[src/rtl/i2c_write_arbiter_pkg.sv]
// Shared definitions for the I2C write arbiter: FSM state encoding, parameter
// defaults, counter widths and the SCL prescale value used by the write engine.
package i2c_write_arbiter_pkg;

    localparam int unsigned N_REQ_DEF          = 4;
    localparam int unsigned GUARD_CYCLES_DEF   = 4;
    localparam int unsigned MAX_RETRY_DEF      = 2;
    localparam int unsigned TIMEOUT_CYCLES_DEF = 131072;   // ~1.05 ms at 125 MHz
    localparam int unsigned TO_W               = 18;       // saturating timeout counter width
    localparam int unsigned REC_CYCLES         = 2;        // engine reset pulse length
    localparam int unsigned SCL_PRESCALE       = 312;      // 125 MHz / (4 * 100 kHz)

    typedef enum logic [2:0] {
        ST_GUARD     = 3'd0,
        ST_ARB       = 3'd1,
        ST_START     = 3'd2,
        ST_WAIT_DONE = 3'd3,
        ST_RECOVER   = 3'd4
    } arb_state_t;

    // Counter width for values 0..n-1, never below one bit.
    function automatic int unsigned cnt_w(input int unsigned n);
        return (n > 1) ? $clog2(n) : 1;
    endfunction

endpackage

[src/rtl/i2c_write_arbiter_rr.sv]
// Round-robin selector: picks the first asserted request at or after ptr_i,
// wrapping around.
//  req_i   : request levels
//  ptr_i   : highest-priority index this round
//  grant_o : one-hot winner
//  idx_o   : winner index
//  valid_o : any request present
module i2c_write_arbiter_rr
    import i2c_write_arbiter_pkg::*;
#(
    parameter int unsigned N_REQ = N_REQ_DEF
) (
    input  logic [N_REQ-1:0]         req_i,
    input  logic [$clog2(N_REQ)-1:0] ptr_i,
    output logic [N_REQ-1:0]         grant_o,
    output logic [$clog2(N_REQ)-1:0] idx_o,
    output logic                     valid_o
);

    localparam int unsigned IW = $clog2(N_REQ);

    logic [IW-1:0] j;

    // Scan from ptr_i upward; the first hit wins.
    always_comb begin
        grant_o = '0;
        idx_o   = '0;
        valid_o = 1'b0;
        j       = '0;
        for (int unsigned k = 0; k < N_REQ; k++) begin
            j = IW'((32'(ptr_i) + k) % N_REQ);
            if (!valid_o && req_i[j]) begin
                valid_o    = 1'b1;
                grant_o[j] = 1'b1;
                idx_o      = j;
            end
        end
    end

endmodule

[src/rtl/i2c_write_arbiter.sv]
// Shares one i2c_write_byte engine between N_REQ clients: round-robin grant,
// latched address/data, guard spacing between starts, NACK retry and hung-bus
// recovery via an engine reset pulse.
//  clk, reset              : clock, async active-high reset
//  req / req_dev_adr / req_reg_dat : per-client request level and payload bytes
//  req_done / req_err      : per-client completion / failure pulses
//  busy                    : transaction in flight
//  wr_dev_adr / wr_reg_dat / wr_start : engine command
//  wr_done / wr_error      : engine status
//  wr_reset                : engine reset (external reset OR recovery pulse)
module i2c_write_arbiter
    import i2c_write_arbiter_pkg::*;
#(
    parameter int unsigned N_REQ          = N_REQ_DEF,
    parameter int unsigned GUARD_CYCLES   = GUARD_CYCLES_DEF,
    parameter int unsigned MAX_RETRY      = MAX_RETRY_DEF,
    parameter int unsigned TIMEOUT_CYCLES = TIMEOUT_CYCLES_DEF
) (
    input  logic               clk,
    input  logic               reset,
    input  logic [N_REQ-1:0]   req,
    input  logic [8*N_REQ-1:0] req_dev_adr,
    input  logic [8*N_REQ-1:0] req_reg_dat,
    output logic [N_REQ-1:0]   req_done,
    output logic [N_REQ-1:0]   req_err,
    output logic               busy,
    output logic [7:0]         wr_dev_adr,
    output logic [7:0]         wr_reg_dat,
    output logic               wr_start,
    input  logic               wr_done,
    input  logic               wr_error,
    output logic               wr_reset
);

    localparam int unsigned IW = $clog2(N_REQ);
    localparam int unsigned RW = cnt_w(MAX_RETRY + 1);
    localparam int unsigned GW = cnt_w(GUARD_CYCLES);

    arb_state_t       state_q;
    logic [GW-1:0]    guard_cnt_q;
    logic [IW-1:0]    ptr_q;
    logic [IW-1:0]    ptr_d;
    logic [RW-1:0]    retry_q;
    logic [TO_W-1:0]  to_cnt_q;
    logic             rec_cnt_q;
    logic             err_seen_q;
    logic [N_REQ-1:0] grant_q;
    logic [7:0]       dev_q;
    logic [7:0]       dat_q;
    logic             busy_q;
    logic             start_q;
    logic [N_REQ-1:0] done_q;
    logic [N_REQ-1:0] err_q;
    logic             recover_q;

    logic [N_REQ-1:0] arb_grant;
    logic [IW-1:0]    arb_idx;
    logic             arb_valid;
    logic [IW+2:0]    sel_lsb;
    logic             err_now;

    i2c_write_arbiter_rr #(.N_REQ(N_REQ)) u_rr (
        .req_i   (req),
        .ptr_i   (ptr_q),
        .grant_o (arb_grant),
        .idx_o   (arb_idx),
        .valid_o (arb_valid)
    );

    assign sel_lsb = {arb_idx, 3'b000};
    assign ptr_d   = (arb_idx == IW'(N_REQ - 1)) ? '0 : arb_idx + 1'b1;
    // An error flagged in the same cycle as done still counts as a failure.
    assign err_now = err_seen_q | wr_error;

    // Transaction FSM with registered outputs.
    always_ff @(posedge clk or posedge reset) begin
        if (reset) begin
            state_q     <= ST_GUARD;
            guard_cnt_q <= '0;
            ptr_q       <= '0;
            retry_q     <= '0;
            to_cnt_q    <= '0;
            rec_cnt_q   <= 1'b0;
            err_seen_q  <= 1'b0;
            grant_q     <= '0;
            dev_q       <= '0;
            dat_q       <= '0;
            busy_q      <= 1'b0;
            start_q     <= 1'b0;
            done_q      <= '0;
            err_q       <= '0;
            recover_q   <= 1'b0;
        end else begin
            start_q <= 1'b0;
            done_q  <= '0;
            err_q   <= '0;
            case (state_q)
                ST_GUARD: begin
                    if (guard_cnt_q == GW'(GUARD_CYCLES - 1)) begin
                        guard_cnt_q <= '0;
                        // A pending retry replays the latched command without re-arbitration.
                        state_q     <= (retry_q != '0) ? ST_START : ST_ARB;
                    end else begin
                        guard_cnt_q <= guard_cnt_q + 1'b1;
                    end
                end
                ST_ARB: begin
                    if (arb_valid) begin
                        grant_q <= arb_grant;
                        dev_q   <= req_dev_adr[sel_lsb +: 8];
                        dat_q   <= req_reg_dat[sel_lsb +: 8];
                        busy_q  <= 1'b1;
                        ptr_q   <= ptr_d;
                        state_q <= ST_START;
                    end
                end
                ST_START: begin
                    start_q    <= 1'b1;
                    to_cnt_q   <= '0;
                    err_seen_q <= 1'b0;
                    state_q    <= ST_WAIT_DONE;
                end
                ST_WAIT_DONE: begin
                    if (wr_error) begin
                        err_seen_q <= 1'b1;
                    end
                    if (to_cnt_q != '1) begin
                        to_cnt_q <= to_cnt_q + 1'b1;
                    end
                    if (wr_done) begin
                        state_q <= ST_GUARD;
                        if (!err_now) begin
                            done_q  <= grant_q;
                            busy_q  <= 1'b0;
                            retry_q <= '0;
                        end else if (retry_q < RW'(MAX_RETRY)) begin
                            retry_q <= retry_q + 1'b1;
                        end else begin
                            err_q   <= grant_q;
                            busy_q  <= 1'b0;
                            retry_q <= '0;
                        end
                    end else if (to_cnt_q == TO_W'(TIMEOUT_CYCLES - 1)) begin
                        state_q   <= ST_RECOVER;
                        recover_q <= 1'b1;
                        rec_cnt_q <= 1'b0;
                    end
                end
                ST_RECOVER: begin
                    if (rec_cnt_q == 1'(REC_CYCLES - 1)) begin
                        recover_q <= 1'b0;
                        err_q     <= grant_q;
                        busy_q    <= 1'b0;
                        retry_q   <= '0;
                        state_q   <= ST_GUARD;
                    end else begin
                        rec_cnt_q <= rec_cnt_q + 1'b1;
                    end
                end
                default: state_q <= ST_GUARD;
            endcase
        end
    end

    assign req_done   = done_q;
    assign req_err    = err_q;
    assign busy       = busy_q;
    assign wr_dev_adr = dev_q;
    assign wr_reg_dat = dat_q;
    assign wr_start   = start_q;
    assign wr_reset   = reset | recover_q;

endmodule

[config.mk]
export PLATFORM = sky130hd
export DESIGN_NAME = i2c_write_arbiter
export DESIGN_NICKNAME = d
export VERILOG_FILES = /design/src/rtl/i2c_write_arbiter_pkg.sv /design/src/rtl/i2c_write_arbiter_rr.sv /design/src/rtl/i2c_write_arbiter.sv
export SDC_FILE = /design/constraint.sdc
export NUM_CORES = 1
export LEC_CHECK = 0
export CAP_MARGIN = 10
export CORE_UTILIZATION = 45
export CTS_CLUSTER_DIAMETER = 60
export CTS_CLUSTER_SIZE = 28
export DETAILED_ROUTE_END_ITERATION = 6
export GPL_ROUTABILITY_DRIVEN = 0
export PLACE_DENSITY = 0.76
export SLEW_MARGIN = 20
export SYNTH_ARGS = -nofsm -noshare
export SYNTH_HDL_FRONTEND = slang
export SYNTH_HIERARCHICAL = 1
export SYNTH_SLANG_ARGS = --single-unit
export TNS_END_PERCENT = 100
[constraint.sdc]
create_clock -name clk -period 3.68 [get_ports clk]
set_clock_uncertainty 0.05 [all_clocks]
set_input_delay 0.552 -clock clk [delete_from_list [all_inputs] [get_ports clk]]
set_output_delay 0.552 -clock clk [all_outputs]
set_load 0.005 [all_outputs]
# Word-level counts from Yosys, hierarchy flattened
# Index checks and enable logic that the tools add are counted.
# Widths: inputs -> output; s select.
[word_totals]
ff_bits = 60
input_bits = 72
output_inout_bits = 27
[classes]
add_sub_neg = 8
magnitude_cmp = 9
n_eq_ne = 18
shift = 2
mux = 68
n_bitwise = 5
reduce_logical = 23
[ops]
columns = ["operator", "n"]
rows = [
  ["$shiftx 32x6->8", 2],
  ["$mux 4", 11],
  ["$pmux 18 s2", 1],
  ["$mux 1", 24],
  ["$mux 2", 11],
  ["$add 18x1->18 const B", 1],
  ["$eq 18x17->1 const B", 1],
  ["$mux 18", 1],
  ["$ne 18x18->1 const B", 1],
  ["$ne 2x2->1 const B", 8],
  ["$mux 3", 5],
  ["$pmux 3 s5", 1],
  ["$lt 2x3->1 const B", 4],
  ["$or 4x4->4", 3],
  ["$add 2x1->2 const B", 4],
  ["$bmux 1 s2", 4],
  ["$demux 1 s2", 4],
  ["$ge 2x1->1 const B", 4],
  ["$pmux 4 s2", 1],
  ["$reduce_and 4->1", 2],
  ["$logic_and 1x1->1", 7],
  ["$eq 3x2->1 const B", 2],
  ["$ne 3x3->1 const B", 2],
  ["$pmux 1 s2", 3],
  ["other kinds (16)", 26],
]

# Longest topological paths before layout
[logic_depth]
depth_word = 14
ltp_mapped = 12
ltp_nobuf = 9

# Hierarchy
# The synthesis kept the hierarchy.
[modules_own_cells]
columns = ["mod", "instances", "cells_each", "area_per_inst_um2", "seq_area_each_um2"]
rows = [
  ["i2c_write_arbiter", 1, 266, 3148.0, 1501.4],
  ["i2c_write_arbiter_rr", 1, 45, 419.2, 0.0],
]

# Least setup slack after synthesis
# No wires, ideal clock.
[synth_timing]
path_type = "reg2reg"
start = "register ptr_q[0]"
end = "register dev_q[0] (netlist: wr_dev_adr[0])"
setup_time_ps = 125
arrival_ps = 3166
path_slack_ps = 339
path_stages_with_launch = 13
synth_period_minus_slack_ps = 3341
path_cell_list = "dfrtp_1 > buf_6 > inv_1 > ha_1 > mux4_2 > buf_6 > and2b_2 > o21ai_0 > o31ai_1 > buf_2 > buf_2 > mux4_2 > mux2_2"
[synth_between]
elab_chain_len = 13
word_cells_on_any_way = 27
[synth_lines]
columns = ["item", "line", "rtl"]
rows = [
  ["start: declaration", "i2c_write_arbiter.sv:41", "logic [IW-1:0] ptr_q;"],
  ["start signal: assignment", "i2c_write_arbiter.sv:113", "ptr_q <= ptr_d;"],
  ["parallel branches: the longest is 11 deep, another holds $add 2x1->2", "n/a", ""],
  ["$mux 2 *", "i2c_write_arbiter_rr.sv:32", "if (!valid_o && req_i[j]) begin"],
  ["via arb_idx[0]", "i2c_write_arbiter.sv:57", "logic [IW-1:0] arb_idx;"],
  ["$shiftx 32x6->8 *", "i2c_write_arbiter.sv:110", "dev_q <= req_dev_adr[sel_lsb +: 8];"],
  ["end signal: assignment", "i2c_write_arbiter.sv:110", ""],
  ["end: declaration", "i2c_write_arbiter.sv:48", "logic [7:0] dev_q;"],
]
# Mark *: on every way through the listed nets, which the timed path passes. The select of a mux whose other input is x is not followed.
# A chain may end at the register's enable or synchronous reset.

# Worst setup path after layout
[layout_timing]
start = "register ptr_q[1]"
end = "register dat_q[6] (netlist: wr_reg_dat[6])"
[layout_between]
elab_chain_len = 13
word_cells_on_any_way = 27
[layout_lines]
columns = ["item", "line", "rtl"]
rows = [
  ["parallel branches: the longest is 11 deep, another holds $add 2x1->2", "n/a", ""],
  ["$mux 2 *", "i2c_write_arbiter_rr.sv:32", ""],
  ["via arb_idx[1]", "i2c_write_arbiter.sv:57", ""],
  ["$shiftx 32x6->8 *", "i2c_write_arbiter.sv:111", "dat_q <= req_reg_dat[sel_lsb +: 8];"],
  ["end signal: assignment", "i2c_write_arbiter.sv:111", ""],
  ["end: declaration", "i2c_write_arbiter.sv:49", "logic [7:0] dat_q;"],
]
# Marks and branches as above.

==> impl_metrics.yaml <==
placed_design:
  port_buffers: 98
  dpl.hpwl_um: 6170
  place_ws_ps: 27.4
floorplanning:
  io_pins: 99
  core_area_mm2: 0.00769
  die_x_um: 91.0
  start_util: 0.464
  dieArea_mm2: 0.00829
  rows: 32
  die_h_um: 91.0
clocking:
  cts_setup_buffers: 0
  clock_latency_ps: 340
  holdBufCountCts: 0
  clock-root-buffer: "clkbuf_8"
  cts_buffers: 9
  clock_sinks: 60
  clockBufferDepth: 2
  cts_tree: "yes"
  cts_repair_resize_count: 0
  cts_max_level: 3
  clk_pin_slew_ps: 70
power:
  power_leakage_nw: 1.94
  power.density_mw_per_mm2: 738
  ir_drop_mv: 0.452
global_routing:
  grt_max_degree: 33
  antenna_found_initial: 0
  grtUsageTotal: 0.214
  grt_pass1_vias: 2972
  grt-ovfl-total: 0
  grt_pass1_wl_um: 14000
sta:
  tns_ps: 0
  maxSlewHeadroom: 0.506
  period_minus_slack_ps: 3530
  fin_crit_sh: 0.958
  grt_setup_unrepaired: "false"
  hold_viol_final: 0
  slew_viol_final: 0
  fin_ws_ps: 153
  clock.fmax_mhz: 284
  tightest_slew_ps: 740
  setup_viol: 0
logic_synthesis:
  synth.distinct_cells: 55
  syn-cell-area_mm2: 0.00357
  yosysSeqAreaShare: 0.421
  synth_top_area_frac: 0.421
  synth_ff_type: "dfrtp_1"
  synthTopCellsByArea: "dfrtp_1 (42%), mux4_2 (11%), mux2_2 (9.2%), ha_1 (2.8%), o21ai_0 (2.2%)"
  async_flop_share: 1.00
  syn-num-nets: 391
  yosys_warnings: 6
  avgSynthCellArea_um2: 11.5
  syn_inst: 311
  synth_area_leader_cell: "dfrtp_1"
  synth_edf_count: 0
  synth-seq-cells: 60
worst_setup_path:
  cp-end-kind: "flop"
  critPathMaxFanout: 17
  crit_arrival_ps: 3700
  worstPathRequired_ps: 3860
  cp-start-kind: "flop"
  crit_type: "flop to flop"
finish:
  layout-drive-gt1-share: 0.195
  antenna_cells: 0
  final_core_util: 0.635
  syn_to_final_growth_pct: 36.8
  multi_input_area_mm2: 0.00195
  fin_nets: 490
  seqCellArea_mm2: 0.00150
  fill_cells: 621
drt:
  routedWlPerCell_um: 15.8
  ant_nets: 0
  first_pass_iters: 4
  drt-vias-per-instance: 5.67
  drc: 0
  via_count: 2931
  drt-initial-drc-count: 210
  drt-total-wl_um: 8190
status:
  run_status: "completed"
run:
  cap_violations: 0
min_path:
  hold_path.class: "flop to flop"
==> where the power goes <==
group	leakage [nW]	switching, mW	total, mW	internal (mW)
logic	1.07	0.831	1.94	1.11
clock network	0.109	0.269	0.648	0.378
registers	0.769	0.162	1.01	0.848
==> placed cells by master (no fill, tap or decap), drive strengths merged, types with 2 or more instances in the layout <==
cell type,count
nand4,4
ha,8
clkbuf,9
a21oi,13
and2,8
and3,5
nor2b,3
o211ai,7
or4,4
dfrtp,60
o31ai,3
o21ai,17
mux4,20
nand2b,2
a22oi,8
nor2,13
nor3,5
a2bb2oi,4
and4,2
mux2i,3
a31oi,5
and3b,2
o21bai,3
inv,14
clkdlybuf4s50,98
nand3,10
buf,6
mux2,29
nand2,17
clkinv,4
a211oi,2
bufinv,2
nor4,6
==> per-stage QoR <==
step	hold WS [ps]	instances	power, mW	cell area, um2
finish	444	517	3.60	4880
global route	467	517	3.87	4880
CTS	446	517	3.64	4880
detailed placement	431	501	2.98	4670
global placement	429	501	2.92	4670
floorplan	406	311	2.39	3570
==> layer usage <==
layer | vias up | GRT usage | share of wire
met5 | - | 0 | 0
met4 | 0 | 0.0569 | 0.011
met3 | 13 | 0.0687 | 0.080
met2 | 140 | 0.359 | 0.49
met1 | 1374 | 0.268 | 0.42
li1 | 1404 | - | -
==> sequential cells by signal (all words and copies together), names as in the netlist <==
name,cells
busy,1
err_seen_q,1
grant_q,4
guard_cnt_q,2
ptr_q,2
rec_cnt_q,1
recover_q,1
req_done,4
req_err,4
retry_q,2
state_q,3
to_cnt_q,18
wr_dev_adr,8
wr_reg_dat,8
wr_start,1
==> critical path: stages, from the launching register on <==
cell      delay, ps
dfrtp_1         570
inv_1           140
ha_1            380
mux4_2          450
o311ai_0        460
a32o_1          680
mux4_2          410
mux2_2          270
==> cell usage after synthesis (2+ instances only) <==
master	count
nand4_1	4
a2bb2oi_1	4
nor3_1	5
buf_6	2
o21bai_1	3
buf_2	7
and3b_1	2
and4_1	2
a31oi_1	5
nand3_2	2
nand3_1	7
a21oi_1	13
and2_1	8
a211oi_1	2
dfrtp_1	60
mux4_1	2
mux2i_1	3
nand2b_1	2
nor2_1	13
a22oi_1	8
and3_1	5
o211ai_1	7
nand2_1	17
o31ai_1	3
nor2b_1	3
o21ai_0	16
inv_1	14
ha_1	8
nor4_1	5
mux2_2	29
clkbuf_1	7
or4_1	3
mux4_2	18
==> layout make-up <==
cell class,count,area share
multi-input combinational,221,0.399
clock buffer,9,0.0254
sequential,60,0.308
inverter,14,0.0108
clock inverter,7,0.0187
tap,102,0.0261
timing repair buffer,104,0.213
==> final timing paths <==
| kind | slack (ps) | start | endpoint | depth (start not counted) |
|---|---|---|---|---|
| setup / recovery | 150 | ptr_q[1]$_DFFE_PP0P_ | wr_reg_dat[6]$_DFFE_PP0P_ | 7 |
| hold / removal | 440 | recover_q$_DFFE_PP0P_ | recover_q$_DFFE_PP0P_ | 1 |
| setup reg to reg | 150 | ptr_q[1]$_DFFE_PP0P_ | wr_reg_dat[6]$_DFFE_PP0P_ | 7 |
| hold reg to reg | 440 | recover_q$_DFFE_PP0P_ | recover_q$_DFFE_PP0P_ | 1 |
| max in group asynchronous | 2310 | reset | guard_cnt_q[1]$_DFFE_PP0N_ | 3 |
| min in group asynchronous | 600 | reset | req_done[0]$_DFF_PP0_ | 2 |
==> logic make-up after synthesis <==
kind of cell / share of synthesized area
mux: 0.228
compound gates: 0.130
fa+ha+maj: 0.0281
buf+inv: 0.0382
flops: 0.421
simple gates: 0.154
(Power assumes the default switching activity.)
==> patch 1: new RTL, config.mk and constraints unchanged <==
Register the output `wr_reg_dat` once more; this adds one clock of latency there. The other outputs are not delayed to match.
--- a/src/rtl/i2c_write_arbiter.sv
+++ b/src/rtl/i2c_write_arbiter.sv
@@ -166,7 +166,9 @@
     assign req_err    = err_q;
     assign busy       = busy_q;
     assign wr_dev_adr = dev_q;
-    assign wr_reg_dat = dat_q;
+    always_ff @(posedge clk) begin
+        wr_reg_dat <= dat_q;
+    end
     assign wr_start   = start_q;
     assign wr_reset   = reset | recover_q;
 
Formal check against the unedited RTL: not equivalent (a bounded check fails within 10 cycles, from zero or initial values and one cycle with reset high).
==> patch 1 against the original RTL <==
  * Worst setup slack improved by 0.17 ns
  * Final area up 4.0%
  * Combinational power is 13% higher
  * Routed wire length increased by 9.6%
  * Area after synthesis up 7.4%
  * Sequential cell count increased by 8
  * Total power up 8.1%
  * Synthesized cell count up 4.8%
  * Critical path type is now in2reg
  * Largest power group unchanged
  * Highest routed layer unchanged
==> patch 1: results (changes against the original RTL) <==
[logic_synthesis]
ys_warn_count = 6  ; unchanged
synthTopCellsByArea = dfrtp_1 (39%), mux4_2 (11%), mux2_2 (7.6%), dfxtp_1 (4.2%), ha_1 (2.6%)
synthTopCellsByCount = dfrtp_1 (60), mux2_2 (26), nand2_1 (23), mux4_2 (18), nor2_1 (16)
syn_nets = 406  ; +3.8%
yosysSeqAreaShare_pct = 43.4  ; +1.3 points
synth_edf_count = 0  ; unchanged
synth_cell_types = 66  ; +20%
async_flop_share_pct = 88.2  ; -12 points

[placed_design]
post-place-ws_ns = -0.00907  ; -0.0364 ns
hpwlAfterDp_um = 6620  ; +7.3%

[route]
drt_iter0_drc = 134  ; -36%
postRouteWirelength_um = 8980  ; +9.6%
drt_first_pass_iters = 4  ; unchanged
avgViaCountPerCell = 5.82  ; +2.6%

[global_routing]
grt_use_total_pct = 21.9  ; +0.44 points
grt_pass1_wl_um = 14600  ; +4.6%
antenna_found_initial = 0  ; unchanged
first_global_vias = 3150  ; +6.0%
grt_start_max_net_pins = 41  ; +24%

[layout]
top_register = to_cnt_q
largest_register_ffs = 18  ; unchanged
nNetsFinal = 500  ; +2.0%
nFillCells = 638  ; +2.7%
drive_above_1_share_pct = 20.2  ; +0.72 points

[timing]
slew_headroom_pct = 47.4  ; -3.2 points
min_period_over_period_pct = 91.1  ; -4.7 points

[critical_path]
arrival_ns = 3.53  ; -0.17 ns
path_class = in2reg
startpoint = req[3]
rrSetupSlack_ns = 0.41  ; +0.26 ns
path_max_fanout = 17  ; unchanged
regToRegEndpoint = wr_dev_adr[2]$_DFFE_PP0P_
reg2regPathDepth = 6  ; -1
reg2reg_from = ptr_q[0]$_DFFE_PP0P_

[worst_hold_path]
whs_endpoint = wr_reg_dat[0]$_DFF_P_
min_delay_path_depth = 0  ; -1
min_from = dat_q[0]$_DFFE_PP0P_

[power]
power.switching_w = 0.00146  ; +15%
ir_drop_v = 0.000434  ; -3.9%
leakage_nw = 2.01  ; +3.5%
seq-power_w = 0.00115  ; +14%
pg_clk_w = 0.000555  ; -14%

[clocking]
clk_root_buffer_cell = clkbuf_8
clockBufferDepth = 2  ; unchanged
htreeDepth = 3  ; unchanged
cts_buffers = 9  ; unchanged
path_clk_slew_ns = 0.08
postCtsSetupBuffers = 0  ; unchanged

[floorplan]
dieArea_mm2 = 0.00889  ; +7.3%

[outcome]
status = finished clean

-- patch 1: cell types whose count changed after synthesis, sizes merged, moves of 5 or more --
cell,delta
dfxtp,+8
inv,-7
nand2,+7
buf,+6
a21oi,-5
-- patch 1: per-stage QoR --
step / hold WS [ns] / util, % / cells / power (W) / area [µm²]
after detailed placement: 0.305 / 59.5 / 513 / 0.00334 / 4890
after global placement: 0.305 / 59.5 / 513 / 0.00325 / 4890
final: 0.321 / 61.8 / 530 / 0.00389 / 5080
after floorplan: 0.294 / - / 326 / 0.00269 / 3830
after CTS: 0.323 / 61.6 / 529 / 0.00390 / 5060
after global routing: 0.331 / 61.8 / 530 / 0.00415 / 5080
-- patch 1: cell type report --
class	instances	area [µm²]	share of cell area, %
Multi-Input combinational cell	229	2030	40.0
Sequential cell	68	1660	32.7
Timing Repair Buffer	104	1050	20.6
Tap cell	105	131	2.59
Clock buffer	9	124	2.44
Clock inverter	7	51.3	1.01
Inverter	8	30.0	0.591
-- patch 1: cell families (layout without fill, tap and decap cells) --
logic type	Yosys count	in the layout	share of synthesized area (%)
compound gates	72	72	14.3
buf+inv	29	128	4.11
mux	51	51	20.9
flops	68	68	43.4
simple gates	98	98	14.7
fa+ha+maj	8	8	2.61
-- patch 1: metal layers --
layer	track usage [%]	vias to the layer above	part of all wire, %
met5	0	-	0
met4	10.1	0	2.2
met3	5.42	18	5.9
met2	36.1	109	50
met1	26.8	1512	42
li1	-	1445	-
-- patch 1: critical path, stage by stage --
cell and delay, ns:
clkdlybuf4s50_1 0.49, mux4_2 0.66, nor3_1 0.37, a32o_1 0.75, mux4_2 0.42, mux2_2 0.29
==> patch 2: new RTL, config.mk and constraints unchanged <==
Without the edit above. Set the package constant `TIMEOUT_CYCLES_DEF` to 98304 (it was 131072).
--- a/src/rtl/i2c_write_arbiter_pkg.sv
+++ b/src/rtl/i2c_write_arbiter_pkg.sv
@@ -5,7 +5,7 @@
     localparam int unsigned N_REQ_DEF          = 4;
     localparam int unsigned GUARD_CYCLES_DEF   = 4;
     localparam int unsigned MAX_RETRY_DEF      = 2;
-    localparam int unsigned TIMEOUT_CYCLES_DEF = 131072;   // ~1.05 ms at 125 MHz
+    localparam int unsigned TIMEOUT_CYCLES_DEF = 98304;   // ~1.05 ms at 125 MHz
     localparam int unsigned TO_W               = 18;       // saturating timeout counter width
     localparam int unsigned REC_CYCLES         = 2;        // engine reset pulse length
     localparam int unsigned SCL_PRESCALE       = 312;      // 125 MHz / (4 * 100 kHz)
Behaviour: no difference found for any inputs over 10 cycles, from zero or initial values and one cycle with reset high; that may be too few to reach the edited logic, so the function may still have changed.
==> patch 2 against the original RTL <==
  * Sequential cell count unchanged
  * Worst setup slack improved by 0.23 ns
  * Die area increased by 0.31%
  * Global-route usage decreased by 0.50 points
  * Routed wire length decreased by 0.87%
  * Total power decreased by 1.3%
  * Area after synthesis increased by 0.32%
  * Combinational power increased by 6%
  * Non-clock buffer count unchanged
  * Final area decreased by 0.77%
  * First-iteration DRC count decreased by 17%
==> patch 2: results (changes against the original RTL) <==
[outcome]
status = finished clean

[critical_path]
path_max_fanout = 17  ; unchanged
reg2regPathDepth = 7  ; unchanged
arrival_ns = 3.47  ; -0.23 ns
crit_path_max_incr_delay_ns = 0.71  ; +0.03 ns
critical_path.endpoint = wr_dev_adr[4]$_DFFE_PP0P_
cpLargestDelayFamily = multiplexers
cpMaxStageDelayCell = a32o_1
startpoint = ptr_q[0]$_DFFE_PP0P_

[logic_synthesis]
syn_nets = 393  ; +0.51%
synthTopCellsByArea = dfrtp_1 (42%), mux4_2 (11%), mux2_2 (8.5%), ha_1 (2.8%), nor2_1 (2.3%)
ys_warn_count = 6  ; unchanged
synthTopCellsByCount = dfrtp_1 (60), mux2_2 (27), nor2_1 (22), mux4_2 (18)
synth_cell_types = 61  ; +11%
synth_cells = 313  ; +0.64%
yosysSeqAreaShare_pct = 42.0  ; -0.13 points
synthFlopType = dfrtp_1
async_flop_share_pct = 100  ; unchanged

[layout]
diodes = 0  ; unchanged
drive_above_1_share_pct = 19.3  ; -0.24 points
top_register = to_cnt_q
largest_register_ffs = 18  ; unchanged
stdcell_count = 517  ; unchanged
nNetsFinal = 490  ; unchanged

[placed_design]
hpwlAfterDp_um = 6230  ; +0.99%
portBuffers = 98  ; unchanged
dpl_cell_area_mm2 = 0.00467  ; about the same
post-place-ws_ns = 0.0287  ; +0.00133 ns
dp_cells = 501  ; unchanged

[route]
postRouteWirelength_um = 8120  ; -0.87%
drt_first_pass_iters = 4  ; unchanged
routed-via-count = 2943  ; +0.41%
drt_iter0_drc = 174  ; -17%

[global_routing]
antenna_found_initial = 0  ; unchanged
grt_start_max_net_pins = 23  ; -30%
grt_pass1_wl_um = 13700  ; -1.8%
grt_use_total_pct = 20.9  ; -0.50 points
first_global_vias = 3030  ; +2.0%

[worst_hold_path]
min_from = to_cnt_q[7]$_DFFE_PP0P_
worstHoldPathType = reg2reg
whs_endpoint = to_cnt_q[7]$_DFFE_PP0P_
min_delay_path_depth = 1  ; unchanged

[power]
seqPwrFrac_pct = 28.2  ; +0.2 points
leakage_nw = 1.98  ; +1.7%
swShare_pct = 36.5  ; +1.4 points
clkPwrFrac_pct = 14.3  ; -3.7 points
ir_drop_v = 0.000380  ; -16%
powerComb_w = 0.00205  ; +6%

[timing]
max_slew.worst_pin.slew_ns = 0.809  ; +0.0688 ns
layout_setup_ws_ns = 0.381  ; +0.227 ns
hold_ws_ns = 0.440  ; -0.00403 ns

[clocking]
clockBufferDepth = 2  ; unchanged
clock_latency_ns = 0.34  ; about the same
clk_root_buffer_cell = clkbuf_8
htreeDepth = 3  ; unchanged

-- patch 2: per-layer routing --
| metal | wire, µm | GRT usage [%] |
|---|---|---|
| met1 | 3260 | 23.8 |
| met2 | 4190 | 37.4 |
| met3 | 507 | 5.19 |
| met4 | 163 | 8.73 |
| met5 | 0 | 0 |
-- patch 2: kinds of logic (layout without fill, tap and decap cells) --
| kind of cell | count (synthesis) | after routing | synth area share (%) |
|---|---|---|---|
| adder cells (fa/ha/maj) | 8 | 8 | 2.80 |
| AO/OA/AOI/OAI | 70 | 70 | 13.5 |
| flip-flops | 60 | 60 | 42.0 |
| XOR/XNOR | 4 | 4 | 0.979 |
| AND/OR/NAND/NOR | 91 | 91 | 14.6 |
| multiplexers | 51 | 51 | 22.4 |
| buffers and inverters | 29 | 131 | 3.67 |
-- patch 2: area by class of cell --
type	instances	area, µm²
fillers	611	2880
well taps	102	128
clock inverters	5	27.5
inverters	11	41.3
repair buffers	104	1040
clock buffers	11	141
multi-input cells	224	1970
flip-flops and latches	60	1500
